[config.mk]
export PLATFORM = sky130hd
export DESIGN_NAME = run_light_monitor
export DESIGN_NICKNAME = d
export VERILOG_FILES = /design/src/rtl/run_light_pkg.sv /design/src/rtl/rl_mode_tracker.sv /design/src/rtl/run_light_monitor.sv
export SDC_FILE = /design/constraint.sdc
export NUM_CORES = 1
export LEC_CHECK = 0
export ABC_AREA = 1
export CAP_MARGIN = 20
export CORE_UTILIZATION = 50
export CTS_CLUSTER_DIAMETER = 120
export CTS_CLUSTER_SIZE = 20
export DETAILED_ROUTE_END_ITERATION = 10
export PLACE_DENSITY = 0.84
export SETUP_SLACK_MARGIN = 0.2
export SKIP_LAST_GASP = 1
export SYNTH_ARGS = -nofsm -noshare
export SYNTH_HDL_FRONTEND = slang
export SYNTH_SLANG_ARGS = --single-unit
[constraint.sdc]
create_clock -name clk -period 1.9 [get_ports clk]
set_clock_uncertainty 0.1 [all_clocks]
set_input_delay 0.38 -clock clk [delete_from_list [all_inputs] [get_ports clk]]
set_output_delay 0.38 -clock clk [all_outputs]
set_load 0.01 [all_outputs]
[src/rtl/run_light_pkg.sv]
// Shared pattern tables for the running-light bus, used by both the generator and the monitor.
package run_light_pkg;

  typedef enum logic [1:0] {
    MODE_FILL     = 2'd0,
    MODE_CONVERGE = 2'd1,
    MODE_SWEEP    = 2'd2,
    MODE_PAIR     = 2'd3
  } mode_e;

  typedef enum logic {
    UNLOCKED = 1'b0,
    LOCKED   = 1'b1
  } lock_state_e;

  localparam int LEN_FILL     = 16;
  localparam int LEN_CONVERGE = 8;
  localparam int LEN_SWEEP    = 9;
  localparam int LEN_PAIR     = 5;
  localparam int STEP_W       = 4;

  function automatic int mode_len(input mode_e mode);
    case (mode)
      MODE_FILL:     return LEN_FILL;
      MODE_CONVERGE: return LEN_CONVERGE;
      MODE_SWEEP:    return LEN_SWEEP;
      default:       return LEN_PAIR;
    endcase
  endfunction

  function automatic logic [7:0] pattern(input mode_e mode, input logic [STEP_W-1:0] step);
    logic [7:0] p;
    p = 8'h00;
    case (mode)
      MODE_FILL: begin
        case (step)
          4'd0:  p = 8'h80;
          4'd1:  p = 8'hC0;
          4'd2:  p = 8'hE0;
          4'd3:  p = 8'hF0;
          4'd4:  p = 8'hF8;
          4'd5:  p = 8'hFC;
          4'd6:  p = 8'hFE;
          4'd7:  p = 8'hFF;
          4'd8:  p = 8'h7F;
          4'd9:  p = 8'h3F;
          4'd10: p = 8'h1F;
          4'd11: p = 8'h0F;
          4'd12: p = 8'h07;
          4'd13: p = 8'h03;
          4'd14: p = 8'h01;
          default: p = 8'h00;
        endcase
      end
      MODE_CONVERGE: begin
        case (step)
          4'd0: p = 8'h81;
          4'd1: p = 8'hC3;
          4'd2: p = 8'hE7;
          4'd3: p = 8'hFF;
          4'd4: p = 8'h7E;
          4'd5: p = 8'h3C;
          4'd6: p = 8'h18;
          default: p = 8'h00;
        endcase
      end
      MODE_SWEEP: begin
        case (step)
          4'd0: p = 8'hF0;
          4'd1: p = 8'hF1;
          4'd2: p = 8'hF3;
          4'd3: p = 8'hF7;
          4'd4: p = 8'hFF;
          4'd5: p = 8'hEF;
          4'd6: p = 8'hCF;
          4'd7: p = 8'h8F;
          default: p = 8'h0F;
        endcase
      end
      default: begin
        case (step)
          4'd0: p = 8'h03;
          4'd1: p = 8'h0F;
          4'd2: p = 8'h3F;
          4'd3: p = 8'hFF;
          default: p = 8'h00;
        endcase
      end
    endcase
    return p;
  endfunction

endpackage

[src/rtl/rl_mode_tracker.sv]
// Follows one running-light mode: step register, match against the table, wrap/done and run length.
module rl_mode_tracker
  import run_light_pkg::*;
#(
  parameter mode_e MODE = MODE_FILL
) (
  input  logic              clk,
  input  logic              reset,
  input  logic              frame_vld,
  input  logic              clear,
  input  logic [7:0]        frame,
  output logic              match,
  output logic              done,
  output logic [STEP_W:0]   run
);

  localparam int LEN = mode_len(MODE);
  localparam logic [STEP_W-1:0] LAST     = STEP_W'(LEN - 1);
  localparam logic [STEP_W:0]   RUN_FULL = (STEP_W+1)'(LEN);

  logic [STEP_W-1:0] step;
  logic [STEP_W-1:0] step_next;
  logic              restart;
  logic              last;

  assign match   = (frame == pattern(MODE, step));
  assign restart = (frame == pattern(MODE, '0));
  assign last    = (step == LAST);
  assign done    = frame_vld && match && last;

  // run is the post-update in-order length; a completed sequence reports the full length
  always_comb begin
    step_next = '0;
    run       = '0;
    if (match) begin
      step_next = last ? '0 : step + STEP_W'(1);
      run       = last ? RUN_FULL : {1'b0, step} + (STEP_W+1)'(1);
    end else if (restart) begin
      step_next = STEP_W'(1);
      run       = (STEP_W+1)'(1);
    end
  end

  always_ff @(posedge clk or posedge reset) begin
    if (reset) begin
      step <= '0;
    end else if (clear) begin
      step <= '0;
    end else if (frame_vld) begin
      step <= step_next;
    end
  end

endmodule

[src/rtl/run_light_monitor.sv]
// Receive-side checker for the running-light bus: identifies the mode, tracks lock, done and errors.
// Optional idle timeout that drops lock is built only when RL_MON_TIMEOUT_EN is defined.
module run_light_monitor
  import run_light_pkg::*;
#(
  parameter int LOCK_LEN    = 2,
  parameter int CNT_W       = 8,
  parameter int TIMEOUT_CYC = 1024
) (
  input  logic             clk,
  input  logic             reset,
  input  logic [7:0]       frame,
  input  logic             frame_vld,
  output logic             locked,
  output logic [1:0]       mode_id,
  output logic             seq_done,
  output logic             err,
  output logic [CNT_W-1:0] seq_count
);

  localparam logic [STEP_W:0] LOCK_RUN = (STEP_W+1)'(LOCK_LEN);

  logic [3:0]        trk_match;
  logic [3:0]        trk_done;
  logic [STEP_W:0]   trk_run [4];
  logic              clear_all;
  logic              timeout;

  lock_state_e       state, state_next;
  mode_e             mode_r, mode_next;
  logic              done_next, err_next;
  logic [CNT_W-1:0]  count_next;

  for (genvar m = 0; m < 4; m++) begin : g_trk
    rl_mode_tracker #(.MODE(mode_e'(m))) u_trk (
      .clk       (clk),
      .reset     (reset),
      .frame_vld (frame_vld),
      .clear     (clear_all),
      .frame     (frame),
      .match     (trk_match[m]),
      .done      (trk_done[m]),
      .run       (trk_run[m])
    );
  end

`ifdef RL_MON_TIMEOUT_EN
  localparam int IDLE_W = $clog2(TIMEOUT_CYC + 1);
  logic [IDLE_W-1:0] idle_cnt;

  always_ff @(posedge clk or posedge reset) begin
    if (reset) begin
      idle_cnt <= '0;
    end else if (frame_vld) begin
      idle_cnt <= '0;
    end else if (idle_cnt != IDLE_W'(TIMEOUT_CYC)) begin
      idle_cnt <= idle_cnt + IDLE_W'(1);
    end
  end

  assign timeout = !frame_vld && (idle_cnt == IDLE_W'(TIMEOUT_CYC - 1));
`else
  assign timeout = 1'b0;
`endif

  assign clear_all = timeout && (state == LOCKED);

  // Descending scan so the lowest-numbered mode wins simultaneous lock hits
  always_comb begin
    state_next = state;
    mode_next  = mode_r;
    done_next  = 1'b0;
    err_next   = 1'b0;
    count_next = seq_count;
    if (clear_all) begin
      state_next = UNLOCKED;
      err_next   = 1'b1;
    end else if (frame_vld) begin
      case (state)
        UNLOCKED: begin
          for (int m = 3; m >= 0; m--) begin
            if (trk_run[m] >= LOCK_RUN) begin
              state_next = LOCKED;
              mode_next  = mode_e'(m);
            end
          end
        end
        default: begin
          if (!trk_match[mode_r]) begin
            err_next   = 1'b1;
            state_next = UNLOCKED;
          end else if (trk_done[mode_r]) begin
            done_next = 1'b1;
            if (seq_count != '1) count_next = seq_count + CNT_W'(1);
          end
        end
      endcase
    end
  end

  always_ff @(posedge clk or posedge reset) begin
    if (reset) begin
      state     <= UNLOCKED;
      mode_r    <= MODE_FILL;
      seq_done  <= 1'b0;
      err       <= 1'b0;
      seq_count <= '0;
    end else begin
      state     <= state_next;
      mode_r    <= mode_next;
      seq_done  <= done_next;
      err       <= err_next;
      seq_count <= count_next;
    end
  end

  assign locked  = (state == LOCKED);
  assign mode_id = mode_r;

endmodule

# Word level (Yosys, flattened, before mapping)
# Memory sizes are Yosys's and may differ from the RTL's.
# Cells that the tools add are included.
[word_totals] reg_bits=29 rom_bits=184 n_memories=2 word_cells=109
[memory_table] memory="(no name shown)" depth=16 width=8 read_ports=1 rd_clocked_by_memory_dff=0 wr=0 line_no="run_light_pkg.sv:36" rtl="case (step)"
[memory_table] memory="(no name shown)" depth=8 width=7 read_ports=1 rd_clocked_by_memory_dff=0 wr=0 line_no="run_light_pkg.sv:68" rtl="case (step)"
[op_classes] reduce_logical=13 eq_ne=22 order_cmp=5 mux=48 bitwise=1 add_sub_neg=9
[op_table] cell="one-hot mux 8 bit (7 select lines)" n=1
[op_table] cell="two-way mux 5 bit" n=8
[op_table] cell="equality test 8 bit" n=4
[op_table] cell="two-way mux 4 bit" n=8
[op_table] cell="one-hot mux 8 bit (4 select lines)" n=1
[op_table] cell="equality test 8 bit (second input constant)" n=3
[op_table] cell="two-way mux 1 bit" n=23
[op_table] cell="adder 4 x 1 -> 5 bit (second input constant)" n=4
[op_table] cell="equality test 4 x 3 -> 1 bit (second input constant)" n=5
[op_table] cell="greater-or-equal comparator 5 x 2 -> 1 bit (second input constant)" n=4
[op_table] cell="adder 4 x 1 -> 4 bit (second input constant)" n=4
[op_table] cell="equality test 4 x 2 -> 1 bit (second input constant)" n=4
[op_table] cell="adder 8 x 1 -> 8 bit (second input constant)" n=1
[op_table] cell="equality test 4 x 1 -> 1 bit (second input constant)" n=2
[op_table] cell="equality test 4 bit (second input constant)" n=2
[op_table] cell="equality test 8 x 2 -> 1 bit (second input constant)" n=1
[op_table] cell="logical AND 1 bit" n=8
[op_table] cell="logical NOT 4 bit" n=2
[op_table] cell="two-way mux 2 bit" n=4
[op_table] cell="two-way mux 8 bit" n=1
[op_table] cell="inequality test 8 bit (second input constant)" n=1
[op_table] cell="AND reduction 5 bit" n=1
[op_table] cell="binary-select mux 1 bit (select 2 bit)" n=2
[op_table] cell="nonzero test 4 bit" n=1
[op_table] cell="other kinds (3)" n=3

# Depth between registers and ports, before layout
[depth] ltp_word=11 depth_mapped=18

# Cells and area by module
# Synthesis repeated with hierarchy kept, for this count alone.
[unflattened] hier_cells=566 hier_area_um2=3489.6
[by_module_without_submodules] module="run_light_monitor" seq_area_each_um2=325.3 area_each_um2=902.1 cells_each=123 instances=1
[by_module_without_submodules] module="rl_mode_tracker (g_trk[0].u_trk)" seq_area_each_um2=100.1 area_each_um2=783.3 cells_each=136 instances=1
[by_module_without_submodules] module="rl_mode_tracker (g_trk[1].u_trk)" seq_area_each_um2=100.1 area_each_um2=649.4 cells_each=112 instances=1
[by_module_without_submodules] module="rl_mode_tracker (g_trk[2].u_trk)" seq_area_each_um2=100.1 area_each_um2=590.6 cells_each=104 instances=1
[by_module_without_submodules] module="rl_mode_tracker (g_trk[3].u_trk)" seq_area_each_um2=100.1 area_each_um2=564.3 cells_each=91 instances=1

# Worst setup path before layout
# No wires, ideal clock.
[synth_timing] path_type="flip-flop to flip-flop" startpoint="register g_trk[0].u_trk.step[0]" endpoint="register seq_count[2]" synth_period_minus_slack_ps=2011 setup_time_ps=118 slack_ps=-111 t_required_ps=1682 stages_incl_launch_ff=17 arrival_time_ps=1793 cell_sequence="dfrtp_1 ha_1 inv_1 ha_1 inv_1 nand2_1 nand2_1 nand2_1 nand2_1 inv_1 nand2_1 nor2_4 nand4_1 nand3_2 nand3_4 nand2_1 nand2_1"
[synth_between] elab_chain_cells=7 word_cells_on_any_way=10 cone_classes="eq/ne (2); mux (4); reduce/logical (3); memory (1)"
[synth_lines] element="start, declared" line_no="rl_mode_tracker.sv:21" rtl="logic [STEP_W-1:0] step;"
[synth_lines] element="start signal, assigned" line_no="rl_mode_tracker.sv:50" rtl="step <= step_next;"
[synth_lines] element="memory read (16 x 8 bit)"
[synth_lines] element="equality test 8 bit" line_no="rl_mode_tracker.sv:26" rtl="assign match = (frame == pattern(MODE, step));"
[synth_lines] element="logical AND 1 bit (2 in a row)" line_no="rl_mode_tracker.sv:29" rtl="assign done = frame_vld && match && last;"
[synth_lines] element="binary-select mux 1 bit (select 2 bit)" line_no="run_light_monitor.sv:92" rtl="end else if (trk_done[mode_r]) begin"
[synth_lines] element="two-way mux 1 bit (implied by the code)" line_no="run_light_monitor.sv:92"
[synth_lines] element="AND reduction 5 bit (no line) *"
[synth_lines] element="end signal, assigned" line_no="run_light_monitor.sv:113" rtl="seq_count <= count_next;"
[synth_lines] element="end, declared" line_no="run_light_monitor.sv:18" rtl="output logic [CNT_W-1:0] seq_count"
# Every way passes the cells marked *; elsewhere a longest branch is shown, timed or not. The select of a mux whose other input is x is not followed.
# A chain may end at the register's enable or synchronous reset.

# Worst setup path in the final report
[layout_timing] startpoint="register g_trk[1].u_trk.step[0]" endpoint="register seq_count[6]"
[layout_between] elab_chain_cells=8 word_cells_on_any_way=17 cone_classes="eq/ne (8); mux (5); reduce/logical (4)"
[layout_lines] element="start, declared" line_no="rl_mode_tracker.sv:21"
[layout_lines] element="start signal, assigned" line_no="rl_mode_tracker.sv:50"
[layout_lines] element="equality test 4 x 3 -> 1 bit (tied with other cells)" line_no="run_light_pkg.sv:56" rtl="case (step)"
[layout_lines] element="one-hot mux 8 bit (7 select lines)" line_no="run_light_pkg.sv:56"
[layout_lines] element="equality test 8 bit" line_no="rl_mode_tracker.sv:26"
[layout_lines] element="logical AND 1 bit (2 in a row)" line_no="rl_mode_tracker.sv:29"
[layout_lines] element="binary-select mux 1 bit (select 2 bit)" line_no="run_light_monitor.sv:92"
[layout_lines] element="two-way mux 1 bit (implied by the code)" line_no="run_light_monitor.sv:92"
[layout_lines] element="AND reduction 5 bit (no line) *"
# Marked as above.

==> results.cfg <==
[worst_setup_path]
crit_arrival_ps = 2370
crit_fanout = 8
required_ps = 1980
crit_type = reg -> reg
start_kind = register
cp-end-kind = register

[logic_synthesis]
syn_area_um2 = 2890
ys_seq_area_share_pct = 25.1
netlist.area_leader.share_pct = 25.1
dominantRegCellSynth = dfrtp_1
synthDominantAreaCellType = dfrtp_1
yosys-top-cells-area = dfrtp_1, nand2_1, ha_1, inv_1, nand3_1
yosysWarningCount = 0
synth_nets = 484
yosysMostFrequentCell = nand2_1
synth_common_cells = nand2_1, inv_1, nor2_1
yosysUniqueCellTypes = 34
synth.avg_cell_area_um2 = 6.39
synth_edf_count = 0
ys_ff_latch = 29
netlist_instances = 452
ys_async_sr_fraction_pct = 100

[die]
fp.dieW_um = 78.0
fp-row-count = 27
die_area_um2 = 6080
io_pins = 24
core_area_um2 = 5540
start_util_pct = 52.1
chipHeight_um = 78.0

[drt]
drtAntennaViolNets = 0
routed_wl_um = 10800
dr_total_vias = 3723
routed_via_density = 5.84
dr.pass1.iters = 8
drt_iter0_drc = 394
drc = 0
avgRoutedWirePerCell_um = 16.9

[global_routing]
grt_max_degree = 30
antenna_found_initial = 0
overflow = 0
grt_use_total_pct = 33.3
grt_pass1_vias = 3476
grt_pass1_wl_um = 15900

[place]
place_congestion = 0.965
pre_cts_ws_ps = -607
port_buffers = 23
post-dp-hpwl_um = 6270
dpl-instance-area_um2 = 3730

[finish]
regArea_um2 = 736
fillers = 350
syn_to_final_growth_pct = 52.0
final_area_um2 = 4390
multi_input_area_um2 = 2260
insertedDiodeCount = 0
fin_nets = 597
drive_gt1_share_pct = 39.2
finish.utilization_pct = 79.2

[clocking]
cts_sinks = 29
cts-root-buf = clkbuf_8
cts_max_path_buffers = 2
clk_pin_slew_ps = 80
htree_levels = 2
insertion_delay_ps = 300
cts_tree = built
cts_buffers = 5

[power_and_ir_drop]
powerDensity_nw_per_um2 = 389
leakage_nw = 2.36
ir_worst_vdd_v = 0.000336

[run]
cap_violations = 0

[status]
violations = negative setup slack
outcome = complete, but fails checks

[sta]
rsz0062_at_grt = true
setup_tns_ps = -6170
hold_ws_ps = 349
hold_violations = 0
slew_violations = 0
setup_violations = 25
setup_slack_ps = -388
tightest_slew_ps = 435
max_clock_freq_mhz = 437
slew_headroom_pct = 70.9
period_needed_ps = 2290
final_min_period_over_clock_period_pct = 120

[hold_path]
hold_path_class = in -> async
## path summary, 6_finish.rpt
check	cells past startpoint	start	endpoint	slack, ps
max	13	g_trk[1].u_trk.step[0]$_DFFE_PP0P_	seq_count[6]$_DFFE_PP0P_	-390
min	3	reset	g_trk[0].u_trk.step[1]$_DFFE_PP0P_	350
max reg2reg	13	g_trk[1].u_trk.step[0]$_DFFE_PP0P_	seq_count[6]$_DFFE_PP0P_	-390
min in group clk	2	seq_count[3]$_DFFE_PP0P_	seq_count[3]$_DFFE_PP0P_	420
max in group asynchronous	3	reset	g_trk[2].u_trk.step[1]$_DFFE_PP0P_	1020
min reg2reg	2	seq_count[3]$_DFFE_PP0P_	seq_count[3]$_DFFE_PP0P_	420
## cell type report
type / instances / area share [%]
clock inverter: 2 / 0.228
timing repair buffer: 114 / 21.8
inverter: 67 / 5.99
sequential: 29 / 16.8
clock buffer: 6 / 1.65
tap: 72 / 2.05
multi-input combinational: 348 / 51.5
## per-stage QoR
| stage | cells | total power, W |
|---|---|---|
| after floorplan | 452 | 0.000895 |
| after global placement | 607 | 0.00109 |
| after detailed placement | 607 | 0.00110 |
| after CTS | 633 | 0.00165 |
| after global routing | 638 | 0.00177 |
| final | 638 | 0.00171 |
## power breakdown
group          switching, W  internal, W
clock network      0.000281     0.000254
logic              0.000294     0.000215
registers         0.0000216     0.000643
total              0.000597      0.00111
## worst max-delay path: stages (launching register included)
cell and delay [ps]:
dfrtp_2 440, inv_4 70, ha_4 160, or2_4 260, nand2_4 70, nand2_2 50
nand2_2 70, nand3_2 90, nor2_4 190, nand4_1 170, nand3_4 160, nand3_4 170
nand2_2 120, nand2_1 60
## kinds of logic (layout without fill, tap and decap cells)
kind of cell | after synthesis | in the layout | share of synthesized area (%)
simple gates | 274 | 274 | 43.6
buf+inv | 75 | 189 | 10.4
compound gates | 43 | 43 | 8.76
flops | 29 | 29 | 25.1
fa+ha+maj | 21 | 21 | 9.10
xor+xnor | 10 | 10 | 3.03
## routing by layer
layer / track usage (%) / up-vias / routed length [um]
met5: 0 / - / 0
met1: 39.5 / 1715 / 4030
li1: - / 1690 / -
met2: 59.7 / 235 / 5360
met3: 4.35 / 83 / 763
met4: 14.4 / 0 / 603
## registers in the layout, indices dropped and copies added (netlist names)
register,cells
g_trk.u_trk.step,16
seq_count,8
seq_done,1
locked,1
err,1
mode_id,2
## layout by cell type, fill, tap and decap left out, types with 18 or more instances in the layout
master / count
buf_4: 81
dfrtp_1: 21
inv_1: 43
inv_2: 19
nand2_1: 116
nand2_2: 26
nand3_1: 27
nand3_2: 18
nand4_1: 21
nor2_1: 35
## what timing repair did
action,4_1_cts,5_1_grt
hold buffers,0,0
gates resized for setup,74,61
setup buffers,18,5
pin swaps,36,30
endpoints found under the setup margin,38,32
No activity file was read; power rests on OpenSTA's default activity.
